**src/rtl/uart_pkg.sv**
```systemverilog
// Shared constants for the MMIO UART receiver: register offsets, STATUS bit map and FSM states.
// RX_PARITY exists only when UART_RX_PARITY_EN is defined.
package uart_pkg;
  localparam logic [31:0] DATA_OFS   = 32'h0;
  localparam logic [31:0] STATUS_OFS = 32'h4;

  localparam int STAT_NONEMPTY = 0;
  localparam int STAT_FULL     = 1;
  localparam int STAT_OVERRUN  = 2;
  localparam int STAT_FRAME    = 3;
  localparam int STAT_PARITY   = 4;

  typedef enum logic [2:0] {
    RX_IDLE   = 3'd0,
    RX_START  = 3'd1,
    RX_DATA   = 3'd2,
`ifdef UART_RX_PARITY_EN
    RX_PARITY = 3'd3,
`endif
    RX_STOP   = 3'd4
  } rx_state_e;
endpackage

```
**src/rtl/uart_rx_fifo.sv**
```systemverilog
// Receive FIFO: wrapping read/write pointers plus a separate occupancy count.
// When full, a push is accepted only if a pop happens in the same cycle.
module uart_rx_fifo #(
  parameter int DEPTH = 8,
  parameter int W     = 8
) (
  input  logic                     clk,
  input  logic                     rst,
  input  logic                     push,
  input  logic                     pop,
  input  logic [W-1:0]             din,
  output logic [W-1:0]             dout,
  output logic                     empty,
  output logic                     full,
  output logic [$clog2(DEPTH):0]   count
);
  localparam int AW = $clog2(DEPTH);

  logic [W-1:0]  r_mem [DEPTH];
  logic [AW-1:0] r_wr;
  logic [AW-1:0] r_rd;
  logic [AW:0]   r_count;
  logic          w_do_push;
  logic          w_do_pop;

  assign empty     = (r_count == '0);
  assign full      = (r_count == (AW+1)'(DEPTH));
  assign count     = r_count;
  assign dout      = r_mem[r_rd];
  assign w_do_pop  = pop & ~empty;
  assign w_do_push = push & (~full | w_do_pop);

  always_ff @(posedge clk) begin
    if (w_do_push) r_mem[r_wr] <= din;
  end

  always_ff @(posedge clk) begin
    if (!rst) begin
      r_wr    <= '0;
      r_rd    <= '0;
      r_count <= '0;
    end else begin
      if (w_do_push) r_wr <= r_wr + 1'b1;
      if (w_do_pop)  r_rd <= r_rd + 1'b1;
      case ({w_do_push, w_do_pop})
        2'b10:   r_count <= r_count + 1'b1;
        2'b01:   r_count <= r_count - 1'b1;
        default: r_count <= r_count;
      endcase
    end
  end
endmodule

```
**src/rtl/uart_rx_mmio.sv**
```systemverilog
// UART receiver with a two-register MMIO window (DATA, STATUS) and receive FIFO.
// Define UART_RX_PARITY_EN for 8E1 framing with a sticky parity error; default is 8N1.
module uart_rx_mmio
  import uart_pkg::*;
#(
  parameter int          CLKS_PER_BIT = 868,
  parameter int          FIFO_DEPTH   = 8,
  parameter logic [31:0] BASE         = 32'hf0000200
) (
  input  logic        clk,
  input  logic        rst,
  input  logic        oe,
  input  logic [31:0] addr,
  input  logic [3:0]  we,
  input  logic [31:0] wdata,
  output logic [31:0] rdata,
  output logic        ready,
  input  logic        rxd,
  output logic        irq
);
  localparam int             CW     = $clog2(CLKS_PER_BIT);
  localparam logic [CW-1:0]  C_FULL = CW'(CLKS_PER_BIT - 1);
  localparam logic [CW-1:0]  C_HALF = CW'(CLKS_PER_BIT / 2);

  rx_state_e     r_state, w_next;
  logic          r_sync1, r_sync2, r_rx_prev, r_wait_high;
  logic [CW-1:0] r_cnt;
  logic [2:0]    r_bit;
  logic [7:0]    r_shift;
  logic          r_overrun, r_frame_err;
  logic          w_parity_err, w_par_bad;

  logic w_rx, w_tick, w_start_det;
  logic w_load_half, w_shift, w_par_chk, w_stop_smp, w_push, w_ferr;

  logic        w_hit_data, w_hit_stat, w_wr, w_pop;
  logic        w_empty, w_full;
  logic [7:0]  w_dout;
  logic [$clog2(FIFO_DEPTH):0] w_count;
  logic [31:0] w_status, w_rd_val;

  // Sync flops reset high so a reset never looks like a start edge.
  always_ff @(posedge clk) begin
    if (!rst) begin
      r_sync1   <= 1'b1;
      r_sync2   <= 1'b1;
      r_rx_prev <= 1'b1;
    end else begin
      r_sync1   <= rxd;
      r_sync2   <= r_sync1;
      r_rx_prev <= r_sync2;
    end
  end
  assign w_rx = r_sync2;

  assign w_tick      = (r_state != RX_IDLE) && (r_cnt == '0);
  assign w_start_det = (r_state == RX_IDLE) && !r_wait_high && r_rx_prev && !w_rx;

  always_ff @(posedge clk) begin
    if (!rst) r_state <= RX_IDLE;
    else      r_state <= w_next;
  end

  always_comb begin
    w_next = r_state;
    case (r_state)
      RX_IDLE:  if (w_start_det) w_next = RX_START;
      RX_START: if (w_tick) w_next = w_rx ? RX_IDLE : RX_DATA;
`ifdef UART_RX_PARITY_EN
      RX_DATA:   if (w_tick && r_bit == 3'd7) w_next = RX_PARITY;
      RX_PARITY: if (w_tick) w_next = RX_STOP;
`else
      RX_DATA:   if (w_tick && r_bit == 3'd7) w_next = RX_STOP;
`endif
      RX_STOP:  if (w_tick) w_next = RX_IDLE;
      default:  w_next = RX_IDLE;
    endcase
  end

  always_comb begin
    w_load_half = 1'b0;
    w_shift     = 1'b0;
    w_par_chk   = 1'b0;
    w_stop_smp  = 1'b0;
    case (r_state)
      RX_IDLE:   w_load_half = w_start_det;
      RX_DATA:   w_shift     = w_tick;
`ifdef UART_RX_PARITY_EN
      RX_PARITY: w_par_chk   = w_tick;
`endif
      RX_STOP:   w_stop_smp  = w_tick;
      default:   ;
    endcase
    w_push = w_stop_smp & w_rx & ~w_par_bad;
    w_ferr = w_stop_smp & ~w_rx;
  end

  always_ff @(posedge clk) begin
    if (!rst) begin
      r_cnt   <= '0;
      r_bit   <= '0;
      r_shift <= '0;
    end else begin
      if (w_load_half)            r_cnt <= C_HALF;
      else if (r_state != RX_IDLE) r_cnt <= w_tick ? C_FULL : r_cnt - 1'b1;
      if (w_load_half)  r_bit <= '0;
      else if (w_shift) r_bit <= r_bit + 1'b1;
      if (w_shift) r_shift <= {w_rx, r_shift[7:1]};
    end
  end

  // After a bad stop bit (or reset) the line may still be low; hold off start detection until it idles.
  always_ff @(posedge clk) begin
    if (!rst)       r_wait_high <= 1'b1;
    else if (w_ferr) r_wait_high <= 1'b1;
    else if (w_rx)   r_wait_high <= 1'b0;
  end

`ifdef UART_RX_PARITY_EN
  logic r_par_bad, r_parity_err;
  always_ff @(posedge clk) begin
    if (!rst) begin
      r_par_bad    <= 1'b0;
      r_parity_err <= 1'b0;
    end else begin
      if (w_load_half)    r_par_bad <= 1'b0;
      else if (w_par_chk) r_par_bad <= ^{r_shift, w_rx};
      if (w_hit_stat && w_wr && wdata[STAT_PARITY]) r_parity_err <= 1'b0;
      if (w_par_chk && ^{r_shift, w_rx})             r_parity_err <= 1'b1;
    end
  end
  assign w_par_bad    = r_par_bad;
  assign w_parity_err = r_parity_err;
`else
  assign w_par_bad    = 1'b0;
  assign w_parity_err = 1'b0;
`endif

  uart_rx_fifo #(.DEPTH(FIFO_DEPTH), .W(8)) u_fifo (
    .clk   (clk),
    .rst   (rst),
    .push  (w_push),
    .pop   (w_pop),
    .din   (r_shift),
    .dout  (w_dout),
    .empty (w_empty),
    .full  (w_full),
    .count (w_count)
  );

  assign w_hit_data = oe && (addr == BASE + DATA_OFS);
  assign w_hit_stat = oe && (addr == BASE + STATUS_OFS);
  assign w_wr       = |we;
  assign w_pop      = w_hit_data & ~w_wr & ~w_empty;

  // Set beats clear when a sticky event and its W1C land in the same cycle.
  always_ff @(posedge clk) begin
    if (!rst) begin
      r_overrun   <= 1'b0;
      r_frame_err <= 1'b0;
    end else begin
      if (w_hit_stat && w_wr && wdata[STAT_OVERRUN]) r_overrun   <= 1'b0;
      if (w_hit_stat && w_wr && wdata[STAT_FRAME])   r_frame_err <= 1'b0;
      if (w_push && w_full && !w_pop)                r_overrun   <= 1'b1;
      if (w_ferr)                                    r_frame_err <= 1'b1;
    end
  end

  always_comb begin
    w_status                = '0;
    w_status[STAT_NONEMPTY] = ~w_empty;
    w_status[STAT_FULL]     = w_full;
    w_status[STAT_OVERRUN]  = r_overrun;
    w_status[STAT_FRAME]    = r_frame_err;
    w_status[STAT_PARITY]   = w_parity_err;
    w_rd_val = '0;
    if (w_hit_data && !w_wr && !w_empty) w_rd_val = {23'b0, 1'b1, w_dout};
    if (w_hit_stat && !w_wr)             w_rd_val = w_status;
  end

  always_ff @(posedge clk) begin
    if (!rst) begin
      ready <= 1'b0;
      rdata <= '0;
    end else begin
      ready <= w_hit_data | w_hit_stat;
      rdata <= w_rd_val;
    end
  end

  assign irq = ~w_empty | r_overrun | r_frame_err | w_parity_err;

  logic w_unused;
  assign w_unused = &{1'b0, wdata, w_count};
endmodule

```
**config.mk**
```make
export PLATFORM = sky130hd
export DESIGN_NAME = uart_rx_mmio
export DESIGN_NICKNAME = d
export VERILOG_FILES = /design/src/rtl/uart_pkg.sv /design/src/rtl/uart_rx_fifo.sv /design/src/rtl/uart_rx_mmio.sv
export SDC_FILE = /design/constraint.sdc
export NUM_CORES = 1
export LEC_CHECK = 0
export BUFFER_PORTS_ARGS = -buffer_cell sky130_fd_sc_hd__clkbuf_2
export CELL_PAD_IN_SITES_DETAIL_PLACEMENT = 0
export CELL_PAD_IN_SITES_GLOBAL_PLACEMENT = 2
export CORE_MARGIN = 3
export CORE_UTILIZATION = 37
export CTS_CLUSTER_SIZE = 30
export DETAILED_ROUTE_END_ITERATION = 12
export GPL_ROUTABILITY_DRIVEN = 0
export GPL_TIMING_DRIVEN = 0
export MAX_ROUTING_LAYER = met4
export PLACE_DENSITY = 0.91
export SLEW_MARGIN = 40
export SYNTH_ARGS = -nofsm -noshare
export SYNTH_HDL_FRONTEND = slang
export SYNTH_SLANG_ARGS = --single-unit
```
**constraint.sdc**
```tcl
create_clock -name clk -period 3 [get_ports clk]
set_input_delay 0.3 -clock clk [delete_from_list [all_inputs] [get_ports clk]]
set_output_delay 0.3 -clock clk [all_outputs]
set_load 0.02 [all_outputs]
```
==> flow_summary_export.csv <==
group,metric,value,unit
synthesis,post_synth_most_frequent_cells,"edfxtp_1 (64), dfxtp_1 (53), nor2_1 (40), buf_4 (24), a21oi_1 (19)",
sta,worstMarginPinSlew,815,ps
critical_path,ff2ff_path_depth,11,
clock_tree,cts.sinks,117,
power_and_ir_drop,ir_drop,0.000401,V
sta,slew_headroom,45.4,%
synthesis,postSynthAreaPerCell,13.2,µm²
placement,hpwl,7.04,mm
route,drtIter0Drc,227,
sta,layout_setup_ws,209,ps
sta,tns,0,ps
power_and_ir_drop,seqPwrFrac,44.6,%
sta,min_period_over_period,93.0,%
floorplan,start_util,38.0,%
critical_path,crit_chain,"nor3_4, and3_4, and3_2, nand2_4, ha_4, ha_1, a21o_1, a21oi_1, xnor2_1, or3_1, a21oi_1",
route,via_count,3227,
layout,finalInstanceArea,0.00632,mm²
route,via_per_inst,4.82,
grt,gr-total-overflow,0,
clock_tree,htree_levels,4,
clock_tree,cts.clk_slew.worst_paths,60,ps
sta,max_clock_freq,358,MHz
floorplan,core_area,0.0133,mm²
layout,fin_util,47.3,%
min_path,hold_path_startpoint,"rxd",
synthesis,synth_top_area_share,37.9,%
grt,antenna_found_initial,0,
floorplan,die-width,123,µm
placement,dp.cells,637,
sta,rsz0062_at_grt,"no",
sta,fin_crit,2790,ps
layout,stdcell_count,670,
min_path,hp-class,"input pin to flop",
critical_path,path_buf_inv,0,
power_and_ir_drop,clkPwrFrac,50.4,%
placement,numPortBuffers,52,
critical_path,r2r_end,"u_fifo.count[3]",
sta,setup_viol,0,
grt,grt_pass1_wl,16.6,mm
route,wl_met2,5.25,mm
route,wl_met3,425,µm
route,finalWirelength,9.92,mm
route,wl_per_cell,14.8,µm
sta,slew_viol_final,0,
synthesis,synthFlopType,"edfxtp_1",
layout,nNetsFinal,563,
synthesis,synth_largest_area_cell,"edfxtp_1",
critical_path,end_kind,"flop",
synthesis,synthArstFlopShare,0,%
synthesis,synth_edf_count,64,
sta,fin_skew,7.37,ps
critical_path,reg2reg_from,"r_cnt[2]",
synthesis,synth.most_common_cell,"edfxtp_1",
placement,dpl_worst_slack,-248,ps
run_status,outcome,"finished clean",
min_path,holdPathEnd,"r_sync1",
placement,placed_cell_area,0.00570,mm²
synthesis,mappedNetlistArea,0.00507,mm²
route,wl_met1,4.05,mm
critical_path,worst-endpoint-arrival,3130,ps
power_and_ir_drop,p_per_area,599,mW/mm²
clock_tree,worstSkewPairLatency,410,ps
power_and_ir_drop,sw_frac_of_total,22.1,%
floorplan,die_h,123,µm
route,drt_pass1_iterations,4,
min_path,holdPathStages,2,
clock_tree,holdBufCountCts,0,
critical_path,cpPeakStageDelay,390,ps
power_and_ir_drop,p_int,2950,µW
critical_path,r2r_setup_slack,210,ps
synthesis,synth_area_leaders,"edfxtp_1 (38%), dfxtp_1 (21%), mux4_2 (7.1%)",
route,routed.top_layer,"met4",
route,antenna_left,0,
critical_path,cp_top_family,"simple AND/OR/NAND/NOR gates",
clock_tree,clockBufferDepth,2,
synthesis,yosysWarnings,0,
critical_path,start_kind,"flop",
layout,drive_gt1_share,33.8,%
clock_tree,cts_tree,"built",
critical_path,critPathSlowestCell,"nor3_4",
critical_path,crit_path_frequent_cell,"a21oi_1",
critical_path,crit_required,3340,ps
critical_path,cp_max_fo,9,
floorplan,ios,106,
route,drc,0,
floorplan,die-area,0.0151,mm²
synthesis,synth_seq_cells,117,
layout,syn_to_final_growth,24.6,%
sta,finalHoldViolCount,0,
synthesis,yosysUniqueCellTypes,60,
synthesis,ys_seq_area_share,58.8,%
layout,antenna_cells,0,
grt,grt_pass1_vias,3335,
power_and_ir_drop,p_switching,839,µW
layout,num-fill-cells,1179,
run,maxCapViolations,0,
grt,gr-usage-all-layers,15.0,%
critical_path,critical_path_class,"flop to flop",
power_and_ir_drop,leakage,0.00244,µW
grt,grt_max_degree,17,
clock_tree,cts_buffers,17,
synthesis,synthCells,385,
floorplan,num_rows,42,
clock_tree,cts-root-buf,"clkbuf_16",
power_and_ir_drop,p_comb_share,4.9,%
==> worst register-to-register path, stage by stage, from the launching register on <==
cell	delay, ps
dfxtp_1	360
nor3_4	390
and3_4	270
and3_2	230
nand2_4	120
ha_4	210
ha_1	280
a21o_1	170
a21oi_1	160
xnor2_1	90
or3_1	310
a21oi_1	140
==> cell families after synthesis <==
logic type,count (synthesis),share of synthesized area [%]
simple gates,122,15.2
flops,117,58.8
compound gates,51,6.14
buf+inv,44,5.38
mux,35,10.9
fa+ha+maj,10,2.61
xor+xnor,5,0.864
other cells,1,0.0739
==> layout make-up <==
cell class,instances,area (µm²),share of cell area (%)
Inverter,10,37.5,0.594
Clock buffer,21,493,7.80
Clock inverter,11,85.1,1.35
Tap cell,176,220,3.48
Timing Repair Buffer,55,278,4.40
Multi-Input combinational cell,246,1990,31.5
Sequential cell,117,2980,47.2
Buffer,34,235,3.72
==> how the worst max path moves through the flow <==
| stage | startpoint | to | depth (start not counted) |
|---|---|---|---|
| finish | r_cnt[2] | u_fifo.count[3] | 11 |
| global route | r_cnt[0] | u_fifo.count[3] | 13 |
| CTS | r_cnt[0] | u_fifo.count[3] | 13 |
| detailed placement | addr[16] | u_fifo.count[3] | 12 |
| global placement | addr[21] | u_fifo.r_mem[0][4] | 6 |
| floorplan | r_cnt[0] | u_fifo.count[3] | 13 |
==> layout by cell type (no fill, tap or decap), types with 19 or more instances in the layout <==
| cell type | count |
|---|---|
| edfxtp_1 | 64 |
| clkbuf_16 | 19 |
| clkbuf_2 | 52 |
| buf_4 | 25 |
| a21oi_1 | 19 |
| conb_1 | 23 |
| nor2_1 | 40 |
| dfxtp_1 | 53 |
==> repair_timing <==
item	CTS	global route
hold endpoints to repair	0	0
endpoints found under the setup margin	1	1
setup buffers	1	0
resized for setup	2	5
pin swaps	1	0
==> metrics by stage <==
| step | hold slack (ps) | power (µW) |
|---|---|---|
| after detailed placement | 392 | 1910 |
| after global placement | 392 | 1900 |
| final | 74.1 | 3790 |
| after floorplan | 386 | 1850 |
| after global routing | 74.9 | 3920 |
| after CTS | 61.5 | 3830 |
==> power by group through the flow <==
| stage | registers (µW) | logic, µW | clock network [µW] |
|---|---|---|---|
| 2_1_floorplan | 1720 | 128 | 0 |
| 3_3_place_gp | 1720 | 178 | 0 |
| 3_5_place_dp | 1720 | 181 | 0 |
| 4_1_cts | 1690 | 186 | 1950 |
| 5_1_grt | 1690 | 210 | 2020 |
| 6_report | 1690 | 187 | 1910 |
==> registers in the layout (all words and copies together) (netlist names), 3 cells and up, named ones only <==
| signal | flops |
|---|---|
| r_bit | 3 |
| r_cnt | 10 |
| r_shift | 8 |
| r_state | 3 |
| rdata | 9 |
| u_fifo.count | 4 |
| u_fifo.r_mem | 64 |
| u_fifo.r_rd | 3 |
| u_fifo.r_wr | 3 |
==> per-layer routing <==
| layer | track usage, % | vias up |
|---|---|---|
| met5 | - | - |
| met4 | 6.57 | 0 |
| met3 | 4.03 | 14 |
| met2 | 25.1 | 50 |
| met1 | 16.9 | 1559 |
| li1 | - | 1604 |
(Power assumes the default switching activity.)
